## src/rtl/fir_pkg.sv

```systemverilog
// fir_pkg: shared state type, pipeline depth and saturation helper for the FIR engine
package fir_pkg;
   typedef enum logic [2:0] {CLEAR, IDLE, RUN, DRAIN, DONE} fir_state_t;
   localparam int PIPE_LAT = 2;
   function automatic longint sat_clamp(input int width);
      return (64'sd1 <<< (width - 1)) - 64'sd1;
   endfunction
endpackage

```

## src/rtl/mac_mult_stage.sv

```systemverilog
// mac_mult_stage: two-stage registered signed multiplier (operand reg, product reg) in SB_MAC16 style
module mac_mult_stage #(
   parameter int A_W = 24,
   parameter int B_W = 16
) (
   input  logic                     clk,
   input  logic                     reset,
   input  logic                     i_en,
   input  logic signed [A_W-1:0]    i_a,
   input  logic signed [B_W-1:0]    i_b,
   output logic signed [A_W+B_W-1:0] o_p
);
   localparam int P_W = A_W + B_W;
   logic signed [A_W-1:0] r_a;
   logic signed [B_W-1:0] r_b;
   always_ff @(posedge clk) begin
      if (reset) begin
         r_a <= '0;
         r_b <= '0;
         o_p <= '0;
      end else if (i_en) begin
         r_a <= i_a;
         r_b <= i_b;
         o_p <= P_W'(r_a) * P_W'(r_b);
      end
   end
endmodule

```

## src/rtl/fir_mac_engine.sv

```systemverilog
// fir_mac_engine: time-multiplexed FIR with one shared multiplier, shift scaling and saturation
module fir_mac_engine
   import fir_pkg::*;
#(
   parameter int NTAPS  = 8,
   parameter int DATA_W = 24,
   parameter int COEF_W = 16,
   parameter int OUT_W  = 24,
   parameter int SHIFT  = 15
) (
   input  logic                     clk,
   input  logic                     reset,
   input  logic signed [DATA_W-1:0] sample_in,
   input  logic                     sample_valid,
   output logic                     sample_ready,
   input  logic                     coef_we,
   input  logic [$clog2(NTAPS)-1:0] coef_addr,
   input  logic signed [COEF_W-1:0] coef_data,
   output logic                     coef_err,
   output logic signed [OUT_W-1:0]  y_out,
   output logic                     y_valid,
   output logic                     sat,
   output logic                     busy
);
   localparam int K_W   = $clog2(NTAPS);
   localparam int P_W   = DATA_W + COEF_W;
   localparam int ACC_W = P_W + K_W;
   localparam logic signed [ACC_W-1:0] MAXV = ACC_W'(sat_clamp(OUT_W));
   localparam logic signed [ACC_W-1:0] MINV = ~MAXV;
   fir_state_t r_state, w_next;
   logic [K_W-1:0] r_wp, r_k;
   logic [PIPE_LAT-1:0] r_vld;
   logic signed [DATA_W-1:0] r_hist [NTAPS];
   logic signed [COEF_W-1:0] r_coef [NTAPS];
   logic signed [ACC_W-1:0] r_acc, w_t;
   logic signed [P_W-1:0] w_p;
   logic r_pend, w_accept, w_issue, w_hi, w_lo;
   assign w_accept     = r_state == IDLE && sample_valid;
   assign w_issue      = r_state == RUN;
   assign sample_ready = r_state == IDLE;
   assign busy         = r_state != IDLE;
   assign w_t          = r_acc >>> SHIFT;
   assign w_hi         = w_t > MAXV;
   assign w_lo         = w_t < MINV;
   // r_k doubles as the CLEAR index, the tap index and the DRAIN counter
   always_comb begin
      w_next = r_state;
      case (r_state)
         CLEAR:   w_next = (r_k == K_W'(NTAPS - 1)) ? IDLE : CLEAR;
         IDLE:    w_next = sample_valid ? RUN : IDLE;
         RUN:     w_next = (r_k == K_W'(NTAPS - 1)) ? DRAIN : RUN;
         DRAIN:   w_next = (r_k == K_W'(PIPE_LAT - 1)) ? DONE : DRAIN;
         DONE:    w_next = IDLE;
         default: w_next = CLEAR;
      endcase
   end
   always_ff @(posedge clk) begin
      if (reset) begin
         r_state  <= CLEAR;
         r_k      <= '0;
         r_wp     <= '0;
         r_vld    <= '0;
         r_acc    <= '0;
         r_pend   <= 1'b0;
         y_out    <= '0;
         y_valid  <= 1'b0;
         sat      <= 1'b0;
         coef_err <= 1'b0;
      end else begin
         r_state  <= w_next;
         r_k      <= (r_state == IDLE) ? '0 : r_k + 1'b1;
         r_wp     <= r_wp + K_W'(r_state == DONE);
         r_vld    <= {r_vld[PIPE_LAT-2:0], w_issue};
         r_acc    <= w_accept ? '0 : r_vld[PIPE_LAT-1] ? r_acc + ACC_W'(w_p) : r_acc;
         r_pend   <= r_state == DONE;
         y_valid  <= r_pend;
         coef_err <= coef_we && r_state != IDLE;
         if (r_pend) begin
            y_out <= w_hi ? MAXV[OUT_W-1:0] : w_lo ? MINV[OUT_W-1:0] : w_t[OUT_W-1:0];
            sat   <= w_hi | w_lo;
         end
      end
   end
   always_ff @(posedge clk) begin
      if (r_state == CLEAR || w_accept)
         r_hist[(r_state == CLEAR) ? r_k : r_wp] <= (r_state == CLEAR) ? '0 : sample_in;
      if (coef_we && r_state == IDLE)
         r_coef[coef_addr] <= coef_data;
   end
   mac_mult_stage #(.A_W(DATA_W), .B_W(COEF_W)) u_mult (
      .clk   (clk),
      .reset (reset),
      .i_en  (w_issue | (|r_vld)),
      .i_a   (r_hist[r_wp - r_k]),
      .i_b   (r_coef[r_k]),
      .o_p   (w_p)
   );
endmodule

```

## config.mk

```make
export PLATFORM = sky130hd
export DESIGN_NAME = fir_mac_engine
export DESIGN_NICKNAME = d
export VERILOG_FILES = /design/src/rtl/fir_pkg.sv /design/src/rtl/mac_mult_stage.sv /design/src/rtl/fir_mac_engine.sv
export SDC_FILE = /design/constraint.sdc
export NUM_CORES = 2
export LEC_CHECK = 0
export ABC_AREA = 0
export BUFFER_PORTS_ARGS = -buffer_cell sky130_fd_sc_hd__buf_2
export CORE_ASPECT_RATIO = 0.7
export CORE_UTILIZATION = 64
export DETAILED_ROUTE_END_ITERATION = 8
export PLACE_DENSITY = 0.83
export SYNTH_ARGS = -nofsm -noshare
export SYNTH_HDL_FRONTEND = slang
export SYNTH_SLANG_ARGS = --single-unit
```

## constraint.sdc

```tcl
create_clock -name clk -period 8.78 [get_ports clk]
set_clock_uncertainty 0.1 [all_clocks]
set_input_delay 0.439 -clock clk [delete_from_list [all_inputs] [get_ports clk]]
set_output_delay 0.439 -clock clk [all_outputs]
set_load 0.1 [all_outputs]
```

# Word level (Yosys, flattened, before mapping)
# Memory sizes are Yosys's and may differ from the RTL's. A register that Yosys moved wholly into a read port is not among the register bits.
# Cells that the tools add are included.
[word_totals] register_bits=122 latchBits=0 ramBits=320 rom_bits=0 in_bits=47 output_inout_bits=29 mem_count=2
[classes] add_sub_neg=4 multipliers=1 n_div=0 order_cmp=2 n_eq_ne=7 shifts=0 n_mux=13 bitwise=2 n_reduce_logical=8
[mem_list] name="r_hist" depth=8 width=24 read_ports=1 rd_clocked_by_memory_dff=1 wr=1 line="fir_mac_engine.sv:33" source="logic signed [DATA_W-1:0] r_hist [NTAPS];"
[mem_list] name="r_coef" depth=8 width=16 read_ports=1 rd_clocked_by_memory_dff=1 wr=1 line="fir_mac_engine.sv:34" source="logic signed [COEF_W-1:0] r_coef [NTAPS];"
[op_table] operator="$mux W24" n=3
[op_table] operator="$add A43 B43 Y43" n=1
[op_table] operator="$mul A24 B16 Y40" n=1
[op_table] operator="$gt A28 B24 Y1 const B" n=1
[op_table] operator="$lt A28 B24 Y1 const B" n=1
[op_table] operator="$pmux W3 S5" n=1
[op_table] operator="$eq A3 B1 Y1 const B" n=2
[op_table] operator="$eq A3 B2 Y1 const B" n=2
[op_table] operator="$eq A3 B3 Y1 const B" n=2
[op_table] operator="$mux W1" n=6
[op_table] operator="$mux W3" n=2
[op_table] operator="$reduce_or A2 Y1" n=3
[op_table] operator="$add A3 B1 Y3" n=1
[op_table] operator="$add A3 B1 Y3 const B" n=1
[op_table] operator="$logic_and A1 B1 Y1" n=3
[op_table] operator="$logic_not A3 Y1" n=1
[op_table] operator="$ne A3 B1 Y1 const B" n=1
[op_table] operator="$sub A3 B3 Y3" n=1
[op_table] operator="$mux W2" n=1
[op_table] operator="$or A1 B1 Y1" n=2
[op_table] operator="$logic_or A1 B1 Y1" n=1

# Longest topological paths before layout
[depth] word_depth=5 mapped_depth=25 mapped_depth_nobuf=23

# Modules after synthesis
# A second synthesis with hierarchy kept.
[hier_totals] hier_cells=3158 hier_area_um2=34815.9
[by_module_without_submodules] module="fir_mac_engine" n_inst=1 cells_each=1274 area_per_inst_um2=17984.7
[by_module_without_submodules] module="mac_mult_stage" n_inst=1 cells_each=1884 area_per_inst_um2=16831.1

# Worst setup path after synthesis
# No wires, ideal clock.
[synth_path] path_kind="flip-flop to flip-flop" from="register u_mult.r_a[19], read port of r_hist" to="register u_mult.o_p[32]" setup_ns=0.079 t_arrival_ns=6.125 slack_ns=2.476 path_stages_with_launch=26 path_buffers=3 synth_period_minus_slack_ns=6.304 path_cell_list="dfxtp_1 > clkbuf_1 > clkbuf_1 > nand2_1 > fa_1 > inv_1 > fa_1 > inv_1 > fa_1 > inv_1 > fa_1 > fa_1 > inv_1 > fa_1 > inv_1 > ha_1 > clkbuf_1 > a21o_1 > a21o_1 > a21o_1 > a221o_1 > a21oi_1 > o41a_1 > o21bai_1 > a2111o_1 > o211ai_1"
[synth_between] elab_chain_len=1
[synth_rtl] element="start, declared" line="mac_mult_stage.sv:14" source="logic signed [A_W-1:0] r_a;"
[synth_rtl] element="$mul A24 B16 Y40" line="mac_mult_stage.sv:24" source="o_p <= P_W'(r_a) * P_W'(r_b);"
[synth_rtl] element="end signal, assigned" line="mac_mult_stage.sv:24"
[synth_rtl] element="end, declared" line="mac_mult_stage.sv:11" source="output logic signed [A_W+B_W-1:0] o_p"
# No other way between the ends.
# A chain may end at the register's enable or synchronous reset.

# Worst setup path after layout
[layout_path] from="register u_mult.r_a[0], read port of r_hist" to="register u_mult.o_p[37]"
# The elaborated chain is that of the path after synthesis.

==> results_dict.tcl <==
set metrics [dict create \
    synth_largest_area_cell "edfxtp_1" \
    finalCriticalPeriod_ns 7.323 \
    clockRootBuffer "clkbuf_16" \
    die-area_sq_um 54470 \
    area_delta_synth_final_pct 7.316 \
    fin_setup_tns_ns 0 \
    vias_per_cell 6.175 \
    yosys_warnings 0 \
    maxCapViolations 0 \
    multiInputGateArea_sq_um 19170 \
    sw_frac_of_total_pct 22.87 \
    ys_seq_area_share_pct 37.52 \
    slew_violations 0 \
    final_nets 3654 \
    cts.htree.levels 2 \
    avgSynthCellArea_sq_um 11.06 \
    netlist_instances 3096 \
    worst-r2r-setup-slack_ns 1.46 \
    antenna_found_initial 2 \
    num_vias 23510 \
    setup_violations 0 \
    hold_viol_final 0 \
    grt_pass1_vias 24520 \
    portBuffers 75 \
    synthTopCellsByCount "inv_1 (464), fa_1 (376), nand2_1 (342)" \
    cts-buffers-inserted 45 \
    grt_overflow 0 \
    clock.fmax_mhz 136.6 \
    clock_latency_ns 0.60 \
    crit_fanout 17 \
    fill_cells 3576 \
    die_y_microns 195.6 \
    grtUsageTotal_pct 30.49 \
    required_ns 9.21 \
    min_period_over_period_pct 83.40 \
    p_per_area_nw_per_um2 131.0 \
    async_flop_share_pct 0 \
    rows 70 \
    pin_count 76 \
    synthesis.area_sq_um 34250 \
    first_pass_iters 6 \
    drt_wl_total_mm 80.89 \
    r2r-end "u_mult.o_p[37]$_SDFFE_PP0P_" \
    gp_routability_congestion 0.9453 \
    hpwlAfterDp_mm 56.95 \
    cts_buffer_depth 3 \
    drtIter0Drc 1989 \
    p_int_uw 3713 \
    worst_pin_slew_ns 1.184 \
    ys.flop_type "edfxtp_1" \
    cts_sinks 482 \
    irDropWorstVdd_mv 0.2049 \
    worstHoldStart "coef_data[11]" \
    post-cts-setup-buffers 0 \
    grt_start_max_net_pins 77 \
    drcViolationCount 0 \
    synth_area_leaders "edfxtp_1 (28%), fa_1 (22%), dfxtp_1 (9.5%), ha_1 (5.3%), mux4_2 (5.3%)" \
    path_clk_slew_ns 0.07 \
    initial_core_util_pct 65.18 \
    end_kind "register" \
    synth_nets 3665 \
    core-area_sq_um 52550 \
    hp-class "in2reg" \
    drive_above_1_share_pct 8.873 \
    cts_resized 0 \
    p_switching_uw 1101 \
    synth.top_cell.area_share_pct 28.05 \
    die_w_microns 278.5 \
    reg2reg_from "u_mult.r_a[0]$_SDFFE_PP0P_" \
    total_power_uw 4815 \
    outcome "completed" \
    cts_tree "yes" \
    holdPathStages 1 \
    start_kind "register" \
    regArea_sq_um 12850 \
    p_comb_share_pct 6.8 \
    cts_hold_buf 6 \
    reg2regPathDepth 20 \
    pwr-share-seq_pct 51.4 \
    cp.arrival_ns 7.75 \
    antenna_left 0 \
    grt_pass1_wl_mm 129.6 \
    ys_ff_latch 482 \
    hold_end "r_coef[0][11]$_DFFE_PP_" \
    leakage_uw 0.01568 \
    slew_headroom_pct 20.96 \
    synth_cell_types 72 \
    rsz0062_at_grt "false" \
    p_clk_share_pct 41.8 \
    criticalPathCategory "reg2reg" \
    synth_most_common_cell "inv_1" \
    synth_edf_count 320 \
    wl_per_cell_microns 21.25 \
]
## power groups by stage
stage | combinational [uW] | clock [uW] | sequential (uW)
after floorplan | 227 | 0 | 2510
after global placement | 312 | 0 | 2520
after detailed placement | 324 | 0 | 2520
after CTS | 330 | 2030 | 2470
after global routing | 351 | 2110 | 2480
final | 329 | 2010 | 2470
## worst max-delay path by stage
stage / startpoint / end / slack, ns / depth (start not counted)
floorplan: u_mult.r_a[19]$_SDFFE_PP0P_ / u_mult.o_p[32]$_SDFFE_PP0P_ / 2.48 / 25
global placement: u_mult.r_b[1]$_SDFFE_PP0P_ / u_mult.o_p[37]$_SDFFE_PP0P_ / 1.80 / 22
detailed placement: u_mult.r_b[1]$_SDFFE_PP0P_ / u_mult.o_p[37]$_SDFFE_PP0P_ / 1.63 / 22
CTS: u_mult.r_b[1]$_SDFFE_PP0P_ / u_mult.o_p[37]$_SDFFE_PP0P_ / 1.65 / 22
global route: u_mult.r_b[1]$_SDFFE_PP0P_ / u_mult.o_p[39]$_SDFFE_PP0P_ / 1.10 / 20
finish: u_mult.r_a[0]$_SDFFE_PP0P_ / u_mult.o_p[37]$_SDFFE_PP0P_ / 1.46 / 20
## layer usage
metal | part of all wire [%] | GRT usage [%] | up-vias
li1 | - | - | 10280
met1 | 39 | 40.86 | 11820
met2 | 48 | 49.94 | 1193
met3 | 9.3 | 6.305 | 215
met4 | 3.3 | 10.62 | 4
met5 | 0.028 | 0 | -
## logic make-up (layout without fill, tap and decap cells)
group / Yosys count / after routing / share of synthesized area [%]
AND/OR/NAND/NOR: 856 / 856 / 11.93
buffers and inverters: 626 / 652 / 6.893
adder cells (fa/ha/maj): 522 / 522 / 27.31
flip-flops: 482 / 482 / 37.52
AO/OA/AOI/OAI: 408 / 408 / 7.769
multiplexers: 134 / 134 / 6.838
XOR/XNOR: 68 / 68 / 1.739
other: 0 / 1 / 0
## metrics by stage
stage          utilization (%)  setup slack, ns  hold WS [ns]  area [sq um]  instances
2_1_floorplan                -            2.476        0.3356         34250       3096
3_3_place_gp             66.93            1.799        0.3501         35170       3715
3_5_place_dp             66.93            1.625        0.3576         35170       3715
4_1_cts                  69.93            1.649      0.004794         36750       3805
5_1_grt                  69.95            1.098       0.01382         36760       3806
6_report                 69.95            1.457       0.02222         36760       3807
## sequential cells by signal, indices dropped and copies added, names as in the netlist
register    flops
coef_err        1
r_acc          43
r_coef        128
r_hist        192
r_k             3
r_pend          1
r_state         3
r_vld           2
r_wp            3
sat             1
u_mult.o_p     40
u_mult.r_a     24
u_mult.r_b     16
y_out          24
y_valid         1
## critical path, cell delays in order, from the launching register on
cell,delay (ns)
dfxtp_1,1.01
nand2b_1,0.49
fa_1,0.52
fa_1,0.49
inv_1,0.05
fa_1,0.52
fa_1,0.44
fa_1,0.49
inv_1,0.05
fa_1,0.47
inv_1,0.04
ha_1,0.38
nand2_1,0.08
o21ai_0,0.30
nor2_1,0.13
a311oi_1,0.45
o21ai_0,0.24
a31oi_1,0.28
o41ai_1,0.17
or4_1,0.43
a31oi_1,0.16
## final cells by class
| type | instances | share of cell area, % |
|---|---|---|
| antenna | 1 | 0.006807 |
| clock buffer | 60 | 3.244 |
| clock inverter | 24 | 0.8918 |
| inverter | 464 | 4.738 |
| multi-input combinational | 1988 | 52.16 |
| sequential | 482 | 34.97 |
| tap | 684 | 2.328 |
| timing repair buffer | 104 | 1.661 |
## layout by cell type (no fill, tap or decap), drive strengths merged, types with 12 or more instances in the layout
cell type and n:
mux4 80, clkinv 12, nor2 157, and2 177, nand2 342, clkbuf 60
fa 376, inv 469, edfxtp 320, a311oi 19, o21ai 68, xor2 24
a211oi 40, mux2i 54, a31oi 22, a21o 44, nand3 35, and3 12
nand2b 34, nand4 19, o21bai 20, a21oi 126, ha 146, xnor2 44
dfxtp 162, nor3 25, buf 98
(Power assumes the default switching activity.)
